## config.mk

```make
export PLATFORM = sky130hd
export DESIGN_NAME = hdb3_vb_insert_flat
export DESIGN_NICKNAME = d
export VERILOG_FILES = /design/src/rtl/hdb3_pkg.sv /design/src/rtl/hdb3_vb_insert_if.sv /design/src/rtl/hdb3_vb_insert.sv /design/src/flat_wrapper.sv
export SDC_FILE = /design/constraint.sdc
export NUM_CORES = 1
export LEC_CHECK = 0
export ABC_AREA = 0
export ABC_CLOCK_PERIOD_IN_PS = 3250
export CAP_MARGIN = 20
export CORE_MARGIN = 1
export CORE_UTILIZATION = 35
export DETAILED_ROUTE_END_ITERATION = 7
export SETUP_SLACK_MARGIN = 0.1
export SYNTH_ARGS = -nofsm -noshare
export SYNTH_HDL_FRONTEND = slang
export SYNTH_SLANG_ARGS = --single-unit
```

## constraint.sdc

```tcl
create_clock -name clk -period 3.25 [get_ports clk]
set_clock_uncertainty 0.15 [all_clocks]
set_input_delay 0.65 -clock clk [delete_from_list [all_inputs] [get_ports clk]]
set_output_delay 0.65 -clock clk [all_outputs]
set_load 0.02 [all_outputs]
```

## src/rtl/hdb3_pkg.sv

```systemverilog
// hdb3_pkg
// Symbol codes shared by the HDB3 substitution stage and the downstream
// polarity-assignment stage. The polarity stage alternates mark/B pulses
// and V pulses from these codes.
package hdb3_pkg;

    typedef logic [1:0] code_t;

    localparam code_t CODE_ZERO = 2'b00;
    localparam code_t CODE_MARK = 2'b01;
    localparam code_t CODE_B    = 2'b10;
    localparam code_t CODE_V    = 2'b11;

endpackage

```

## src/rtl/hdb3_vb_insert_if.sv

```systemverilog
// hdb3_vb_insert_if
// Bit-stream in / symbol-code out bundle for the HDB3 substitution stage.
//   en        : bit enable, data_in sampled only when high
//   data_in   : NRZ data bit
//   code_out  : 2-bit symbol code (zero / mark / B / V)
//   out_valid : code_out carries a real symbol this cycle
// master = bit source (drives en/data_in), slave = substitution stage.
interface hdb3_vb_insert_if;
    import hdb3_pkg::*;

    logic  en;
    logic  data_in;
    code_t code_out;
    logic  out_valid;

    modport master (output en, output data_in, input code_out, input out_valid);
    modport slave  (input en, input data_in, output code_out, output out_valid);

endinterface

```

## src/rtl/hdb3_vb_insert.sv

```systemverilog
// hdb3_vb_insert
// HDB3 substitution stage. Takes one NRZ bit per enabled clock and emits a
// 2-bit symbol code per enabled clock, replacing each run of HDB_N+1 zeros
// with 000V (odd pulse parity since last V) or B00V (even parity).
// A delay line of HDB_N+1 codes lets the B be written retroactively over
// the first zero of the run, which reaches the last stage on the same edge
// that the V enters the first stage.
// Ports:
//   clk   : rising-edge clock
//   rst_n : synchronous reset, active low, priority over en
//   bus   : slave side of hdb3_vb_insert_if (en, data_in, code_out, out_valid)
module hdb3_vb_insert
    import hdb3_pkg::*;
#(
    parameter int HDB_N = 3     // legal 2..7; substituted run is HDB_N+1
) (
    input  logic clk,
    input  logic rst_n,
    hdb3_vb_insert_if.slave bus
);

    code_t      sr [0:HDB_N];   // delay line, code_out taps the last stage
    logic [2:0] zcnt;           // zeros since last mark or V
    logic       par;            // parity of marks + Bs since last V
    logic [3:0] pcnt;           // enabled edges since reset, saturating
    logic       out_valid_q;

    localparam logic [2:0] ZMAX = 3'(HDB_N);
    localparam logic [3:0] PSAT = 4'(HDB_N + 1);
    localparam logic [3:0] PRDY = 4'(HDB_N);

    always_ff @(posedge clk) begin
        if (!rst_n) begin
            for (int i = 0; i <= HDB_N; i++) sr[i] <= CODE_ZERO;
            zcnt        <= '0;
            par         <= 1'b0;
            pcnt        <= '0;
            out_valid_q <= 1'b0;
        end else if (bus.en) begin
            for (int i = 1; i <= HDB_N; i++) sr[i] <= sr[i-1];

            if (pcnt != PSAT) pcnt <= pcnt + 4'd1;
            // pcnt is the count before this edge, so >= HDB_N means this is
            // sample HDB_N+1 or later and the last stage now holds real data.
            out_valid_q <= (pcnt >= PRDY);

            if (bus.data_in) begin
                sr[0] <= CODE_MARK;
                zcnt  <= '0;
                par   <= ~par;
            end else if (zcnt == ZMAX) begin
                sr[0] <= CODE_V;
                zcnt  <= '0;
                par   <= 1'b0;
                // Even parity: overwrite the first zero of the run (moving
                // into the last stage this edge) with a balancing pulse.
                // This later assignment wins over the shift above.
                if (!par) sr[HDB_N] <= CODE_B;
            end else begin
                sr[0] <= CODE_ZERO;
                zcnt  <= zcnt + 3'd1;
            end
        end else begin
            out_valid_q <= 1'b0;
        end
    end

    assign bus.code_out  = sr[HDB_N];
    assign bus.out_valid = out_valid_q;

endmodule

```

## src/flat_wrapper.sv

```systemverilog
// flat-port wrapper written by rule: the top's interface ports become plain ports
module hdb3_vb_insert_flat import hdb3_pkg::*;
#(
    parameter int HDB_N = 3                                              
)
  (clk, rst_n, bus_en, bus_data_in, bus_code_out, bus_out_valid);
  hdb3_vb_insert_if bus_i ();
  input  logic clk;
  input  logic rst_n;
  input wire logic [$bits(bus_i.en)-1:0] bus_en;
  input wire logic [$bits(bus_i.data_in)-1:0] bus_data_in;
  output wire logic [$bits(bus_i.code_out)-1:0] bus_code_out;
  output wire logic [$bits(bus_i.out_valid)-1:0] bus_out_valid;
  assign bus_i.en = bus_en;
  assign bus_i.data_in = bus_data_in;
  assign bus_code_out = bus_i.code_out;
  assign bus_out_valid = bus_i.out_valid;
  hdb3_vb_insert #(.HDB_N(HDB_N)) u_core (.clk(clk), .rst_n(rst_n), .bus(bus_i));
endmodule
```

After elaboration in Yosys (flattened, before gate mapping)
Memory sizes are Yosys's and may differ from the RTL's.
Index checks and enable logic that the tools add are counted.
Storage, ports and cells
  output and inout bits: 3
  memories: 1
  RAM bits: 8
  register bits after elaboration: 9
  input bits: 4
Operators by class
  equal/unequal tests: 2
  muxes and demuxes: 35
  magnitude comparators: 1
  reductions and logical operators: 4
  bitwise gates (word level): 8
  $add $sub $neg: 2
Memories
  u_core.sr: words 4, width 2, read ports 4, clocked after memory_dff 0, write ports 4, RTL line hdb3_vb_insert.sv:22  | code_t sr [0:HDB_N];
Operator list (number)
  $mux W1: 26
  $mux W2: 7
  $or A1 B1 Y1: 7
  $mux W3: 2
  $reduce_and A2 Y1: 3
  $add A4 B1 Y4 const B: 1
  $ge A4 B2 Y1 const B: 1
  $ne A4 B3 Y1 const B: 1
  $add A3 B1 Y3 const B: 1
  $eq A3 B2 Y1 const B: 1
  $reduce_bool A2 Y1: 1
  $not A1 Y1: 1

Logic depth before layout (Yosys ltp)
Gate-level depths: netlist (run 1).
  word-level depth: 8
  gate-level depth with buffers: 5
  depth with buffers taken out: 5

Worst setup path before layout (run 1)
OpenSTA, ideal clock, no wires.
  path type: input port to flip-flop
  start: input bus_en
  end: memory u_core.sr[1][0] (netlist name), enable pin
  stages: 2
  slack: 1.668 ns
  data required time: 2.778 ns
  path buffers: 1
  arrival: 1.110 ns
  path through: clkbuf_1 -> nand2b_1
RTL lines
  start, declared: RTL line flat_wrapper.sv:10  | input wire logic [$bits(bus_i.en)-1:0] bus_en;
  end, declared: RTL line hdb3_vb_insert.sv:22

Final worst setup path (run 1)
  start: input bus_en
  end: register u_core.pcnt[3]
Between the ends
  word-level cells in the longest chain between the ends: 1
Ends and longest elaborated chain
  $reduce_and A2 Y1 (no source line)
  end signal, assigned: RTL line hdb3_vb_insert.sv:42  | if (pcnt != PSAT) pcnt <= pcnt + 4'd1;
  end, declared: RTL line hdb3_vb_insert.sv:25  | logic [3:0] pcnt;
Every way passes these cells.
A chain may end at the register's enable or synchronous reset.

==> results of run 1 <==
[final timing paths]
path	end	slack, ns	cells past startpoint	from
hold / removal	u_core.zcnt[2]	0.34	1	u_core.zcnt[2]
setup reg to reg	u_core.sr[3][0]	1.61	4	u_core.zcnt[0]
hold reg to reg	u_core.zcnt[2]	0.34	1	u_core.zcnt[2]
setup / recovery	u_core.pcnt[3]	0.98	4	bus_en
[flip-flops by register name, indices dropped and copies added, names as in the netlist]
name                  cells
u_core.bus.out_valid      1
u_core.par                1
u_core.pcnt               4
u_core.sr                 8
u_core.zcnt               3
[layer usage]
layer | up-vias | global-route usage [%]
li1 | 267 | -
met3 | 2 | 3.40
met4 | 0 | 8.33
met1 | 244 | 15.6
met5 | - | 0
met2 | 5 | 21.4
[where the power goes]
| group | internal (uW) | switching, uW | total (uW) |
|---|---|---|---|
| registers | 230 | 5.20 | 235 |
| logic | 15.4 | 18.8 | 34.2 |
| clock network | 45.7 | 66.3 | 112 |
[kinds of logic (layout without fill, tap and decap cells)]
group / after synthesis / after routing
AO/OA/AOI/OAI: 13 / 13
adder cells (fa/ha/maj): 3 / 3
buffers and inverters: 7 / 13
flip-flops: 17 / 17
multiplexers: 1 / 1
AND/OR/NAND/NOR: 29 / 29
[final cells by class]
| type | instances | area [um^2] | share of cell area [%] |
|---|---|---|---|
| flip-flops and latches | 17 | 400 | 47.3 |
| multi-input cells | 46 | 314 | 37.1 |
| repair buffers | 6 | 60.1 | 7.09 |
| well taps | 27 | 33.8 | 3.99 |
| clock buffers | 3 | 22.5 | 2.66 |
| inverters | 3 | 11.3 | 1.33 |
| clock inverters | 1 | 5.00 | 0.591 |
[cell usage in the layout (no fill, tap or decap), types with 2 or more instances in the layout]
cell,n
dfxtp_1,11
clkdlybuf4s50_1,6
edfxtp_1,6
and3_1,5
nand2_1,5
o21ai_0,4
inv_1,3
nor2b_1,3
nand4_1,3
ha_1,3
clkbuf_4,3
nor2_1,2
a21oi_1,2
and3b_1,2
o21a_1,2
and2_1,2
[cells in the mapped netlist]
cell | number | area, um^2
nor3b_1 | 1 | 7.51
o21a_1 | 2 | 15.0
edfxtp_1 | 6 | 180
clkbuf_1 | 3 | 11.3
nand3b_1 | 1 | 7.51
o311a_1 | 1 | 10.0
and2_1 | 2 | 12.5
inv_1 | 3 | 11.3
ha_1 | 3 | 37.5
and3_1 | 5 | 31.3
nor2b_1 | 3 | 18.8
o21ai_0 | 4 | 20.0
buf_2 | 1 | 5.00
or3b_1 | 1 | 8.76
a21oi_1 | 2 | 10.0
dfxtp_1 | 11 | 220
nand2_1 | 5 | 18.8
a21boi_1 | 1 | 7.51
nand2b_1 | 1 | 6.26
and4b_1 | 1 | 10.0
o22ai_1 | 1 | 6.26
nor2_1 | 2 | 7.51
nor4b_1 | 1 | 8.76
nand3_1 | 1 | 5.00
a31o_2 | 1 | 8.76
nand4_1 | 3 | 18.8
mux2i_1 | 1 | 10.0
o211a_1 | 1 | 10.0
and3b_1 | 2 | 17.5
[through the flow]
stage               setup WS, ns  cells  hold WS [ns]
floorplan                   1.67     70         0.297
global placement           0.810     99         0.316
detailed placement         0.699     99         0.324
CTS                        0.994    103         0.345
global route               0.863    103         0.359
finish                     0.984    103         0.339
[critical path: stages]
cell and delay (ns):
clkdlybuf4s50_1 0.92, nand4_1 0.20, or3b_1 0.41, a21boi_1 0.15
==> impl_metrics.yaml, run 1 <==
global_routing:
  grt_util_all_layers_pct: 13.2
  grt.overflow.total: 0
  grt_pass1_vias: 495
  grt_max_degree: 25
  grt_pass1_wl_um: 2060
  antenna_found_initial: 0
clock_network:
  clkTransAtPathRegs_ns: 0.10
  numCtsBuffers: 3
  cts_resized: 0
  insertion_delay_ns: 0.28
  htree_levels: 1
  cts_tree: "yes"
  cts-root-buf: "clkbuf_4"
  cts_setup_buffers: 0
  clock_sinks: 17
  hold_buffers: 0
  clockBufferDepth: 2
critical_path:
  crit_arrival_ns: 2.34
  cp.required_ns: 3.32
  crit_type: "input pin to flop"
  crit_path_end_kind: "flop"
  start_kind: "input pin"
  crit_path_max_fanout: 24
cells_and_area:
  fillers: 187
  area_growth_pct: 14.2
  n_antenna_cell: 0
  final_area_um2: 847
  fin_util_pct: 42.7
  drive_above_1_share_pct: 6.58
  nets: 84
min_path:
  hp-class: "flop to flop"
yosys:
  syn_inst: 70
  synthMuxAreaShare_pct: 1.35
  synth_top_family_by_area: "simple AND/OR/NAND/NOR gates"
  synth_compound_area_share_pct: 11.8
  ys_types: 29
  seq_area_frac_synth_pct: 54.0
  yosys.area_share.simple_pct: 24.1
  synthAdderAreaFrac_pct: 5.06
  ys_warn_count: 0
  netlist_area_um2: 742
  synth_area_per_cell_um2: 10.6
  synth_nets: 77
  synth-xor-area-share_pct: 0
  synth_seq_cells: 17
placement:
  place_congestion: 0.684
  io_buffers: 6
  place_area_um2: 820
status:
  status: "finished, final reports clean"
power_and_ir_drop:
  peakVddDrop_uv: 172
  power_uw: 381
  cellLeakagePower_uw: 0.000364
  pwr_density_cell_nw_per_um2: 450
detailed_routing:
  ant_nets: 0
  drt_iter0_drc: 7
  firstDrtPassIters: 2
  via_per_inst: 5.03
  wl_met1_um: 630
  via_count: 518
  route.detailed.drc: 0
  maxUsedRoutingLayer: "met4"
  wl_per_cell_um: 11.7
  met2_length_um: 537
  met3_length_um: 22
  wirelength_um: 1200
timing:
  post-route-period-util_pct: 69.7
  tightest_slew_ns: 0.701
  clock.fmax_ghz: 0.441
  hold_viol: 0
  grt_setup_unrepaired: "no"
  relSlewSlack_pct: 53.1
  drv_slew: 0
  fin_tns_setup_ns: 0
  setup_viol: 0
  period_needed_ns: 2.27
die:
  die_h_um: 48.0
  fp.dieW_um: 48.0
  ios: 7
  fp-row-count: 16
  core_um2: 1980
  initial_core_util_pct: 37.4
  die-area_um2: 2310
run:
  drv_cap: 0
(Power assumes the default switching activity.)
==> inputs of run 2 (changes only) <==
--- a/config.mk
+++ b/config.mk
@@ -6,7 +6,7 @@
 export NUM_CORES = 1
 export LEC_CHECK = 0
 export ABC_AREA = 0
-export ABC_CLOCK_PERIOD_IN_PS = 3250
+export ABC_CLOCK_PERIOD_IN_PS = 2300
 export CAP_MARGIN = 20
 export CORE_MARGIN = 1
 export CORE_UTILIZATION = 35
==> constraint.sdc (replaced) <==
create_clock -name clk -period 2.3 [get_ports clk]
set_clock_uncertainty 0.15 [all_clocks]
set_input_delay 0.46 -clock clk [delete_from_list [all_inputs] [get_ports clk]]
set_output_delay 0.46 -clock clk [all_outputs]
set_load 0.02 [all_outputs]
==> run 2 against run 1 <==
  * Non-clock buffer count grew 3
  * Die area unchanged
  * Combinational power grew 50%
  * Register-to-register slack got worse by 0.96 ns
  * Count of clock-buffer cells in the layout up 1
  * Critical path depth fell by 3
  * Via count increased by 4.6%
  * Global-route usage decreased by 0.86 points
  * Clock power is 38% higher
  * Largest cell class unchanged
==> impl_metrics.yaml, run 2 (synthesis results as in run 1) <==
status:
  status: "finished, final reports clean"
clock_network:
  cts_resized: 0
  cts_setup_buffers: 0
  cts-root-buf: "clkbuf_4"
  numCtsBuffers: 3
  clockBufferDepth: 2
  insertion_delay_ns: 0.28
  clock_sinks: 17
  htree_levels: 1
  hold_buffers: 0
  clkTransAtPathRegs_ns: 0.09
  cts_tree: "yes"
detailed_routing:
  ant_nets: 0
  wl_per_cell_um: 10.8
  wirelength_um: 1150
  drt_iter0_drc: 9
  route.detailed.drc: 0
  via_count: 542
  firstDrtPassIters: 6
  via_per_inst: 5.11
die:
  core_um2: 1980
  die-area_um2: 2310
  die_h_um: 48.0
  initial_core_util_pct: 37.4
  fp-row-count: 16
  fp.dieW_um: 48.0
  ios: 7
timing:
  hold_viol: 0
  post-route-period-util_pct: 79.1
  tightest_slew_ns: 0.323
  relSlewSlack_pct: 78.4
  fin_tns_setup_ns: 0
  clock.fmax_ghz: 0.550
  grt_setup_unrepaired: "no"
  drv_slew: 0
  period_needed_ns: 1.82
  setup_viol: 0
critical_path:
  crit_path_end_kind: "primary output"
  cp.required_ns: 1.69
  start_kind: "flop"
  path_buf_inv: 1
  worstPathCellList: "clkdlybuf4s50_1"
  crit_type: "flop to primary output"
  crit_arrival_ns: 1.21
  crit_family: "buffers and inverters"
  crit_path_max_fanout: 1
  cp_slowest_cell: "clkdlybuf4s50_1"
  slowest_delay_ns: 0.59
global_routing:
  grt_max_degree: 18
  grt_pass1_wl_um: 1910
  grt.overflow.total: 0
  grt_util_all_layers_pct: 12.4
  grt_pass1_vias: 450
  antenna_found_initial: 0
run:
  drv_cap: 0
min_path:
  hp-class: "flop to flop"
cells_and_area:
  final_area_um2: 868
  area_growth_pct: 17.0
  fin_util_pct: 43.8
  n_antenna_cell: 0
  largest_register_ffs: 8
  nets: 87
  layout_commonest_cell: "dfxtp_1"
  top_regs: "u_core.sr (8), u_core.pcnt (4), u_core.zcnt (3)"
  layout_common_cells: "dfxtp_1 (11), clkdlybuf4s50_1 (6), edfxtp_1 (6)"
  top_register: "u_core.sr"
  drive_above_1_share_pct: 8.86
power_and_ir_drop:
  cellLeakagePower_uw: 0.000376
  peakVddDrop_uv: 266
  pwr_density_cell_nw_per_um2: 619
placement:
  io_buffers: 6
  place_area_um2: 842
  dp_hpwl_um: 833
  place_congestion: 0.741
run 2: cell count changes in the layout (fill, tap and decap cells not counted):
cell,before,now
buf_4,0,3
clkbuf_1,0,1
clkinv_2,1,0
run 2: final timing paths:
check / from / end / slack [ns] / cells past startpoint
setup / recovery: u_core.sr[3][0] / bus_code_out[0] / 0.48 / 1
hold / removal: u_core.zcnt[2] / u_core.zcnt[2] / 0.34 / 1
setup reg to reg: u_core.zcnt[0] / u_core.sr[3][0] / 0.65 / 4
hold reg to reg: u_core.zcnt[2] / u_core.zcnt[2] / 0.34 / 1
run 2: area by class of cell:
| class | count | area [um^2] |
|---|---|---|
| clock buffer | 4 | 26.3 |
| inverter | 3 | 11.3 |
| timing repair buffer | 9 | 82.6 |
| multi-input combinational | 46 | 314 |
| sequential | 17 | 400 |
| fill | 197 | 1110 |
| tap | 27 | 33.8 |
run 2: power by group:
| group | internal, uW | switching [uW] |
|---|---|---|
| Sequential | 324 | 7.13 |
| Combinational | 24.8 | 26.6 |
| Clock | 67.2 | 87.1 |
run 2: stage by stage:
| stage | hold slack [ns] | worst slack (ns) | power [uW] | cells |
|---|---|---|---|---|
| after global placement | 0.319 | 0.415 | 389 | 102 |
| final | 0.338 | 0.480 | 537 | 106 |
| after detailed placement | 0.324 | 0.375 | 391 | 102 |
| after floorplan | 0.297 | 0.892 | 369 | 70 |
| after CTS | 0.342 | 0.454 | 547 | 106 |
| after global routing | 0.369 | 0.389 | 569 | 106 |
run 2: metal layers:
| metal | global-route usage, % | up-vias | routed length, um |
|---|---|---|---|
| met3 | 3.40 | 2 | 47 |
| met1 | 17.4 | 256 | 574 |
| met2 | 17.0 | 12 | 518 |
| met4 | 6.67 | 0 | 7 |
| li1 | - | 272 | - |
| met5 | 0 | - | 0 |
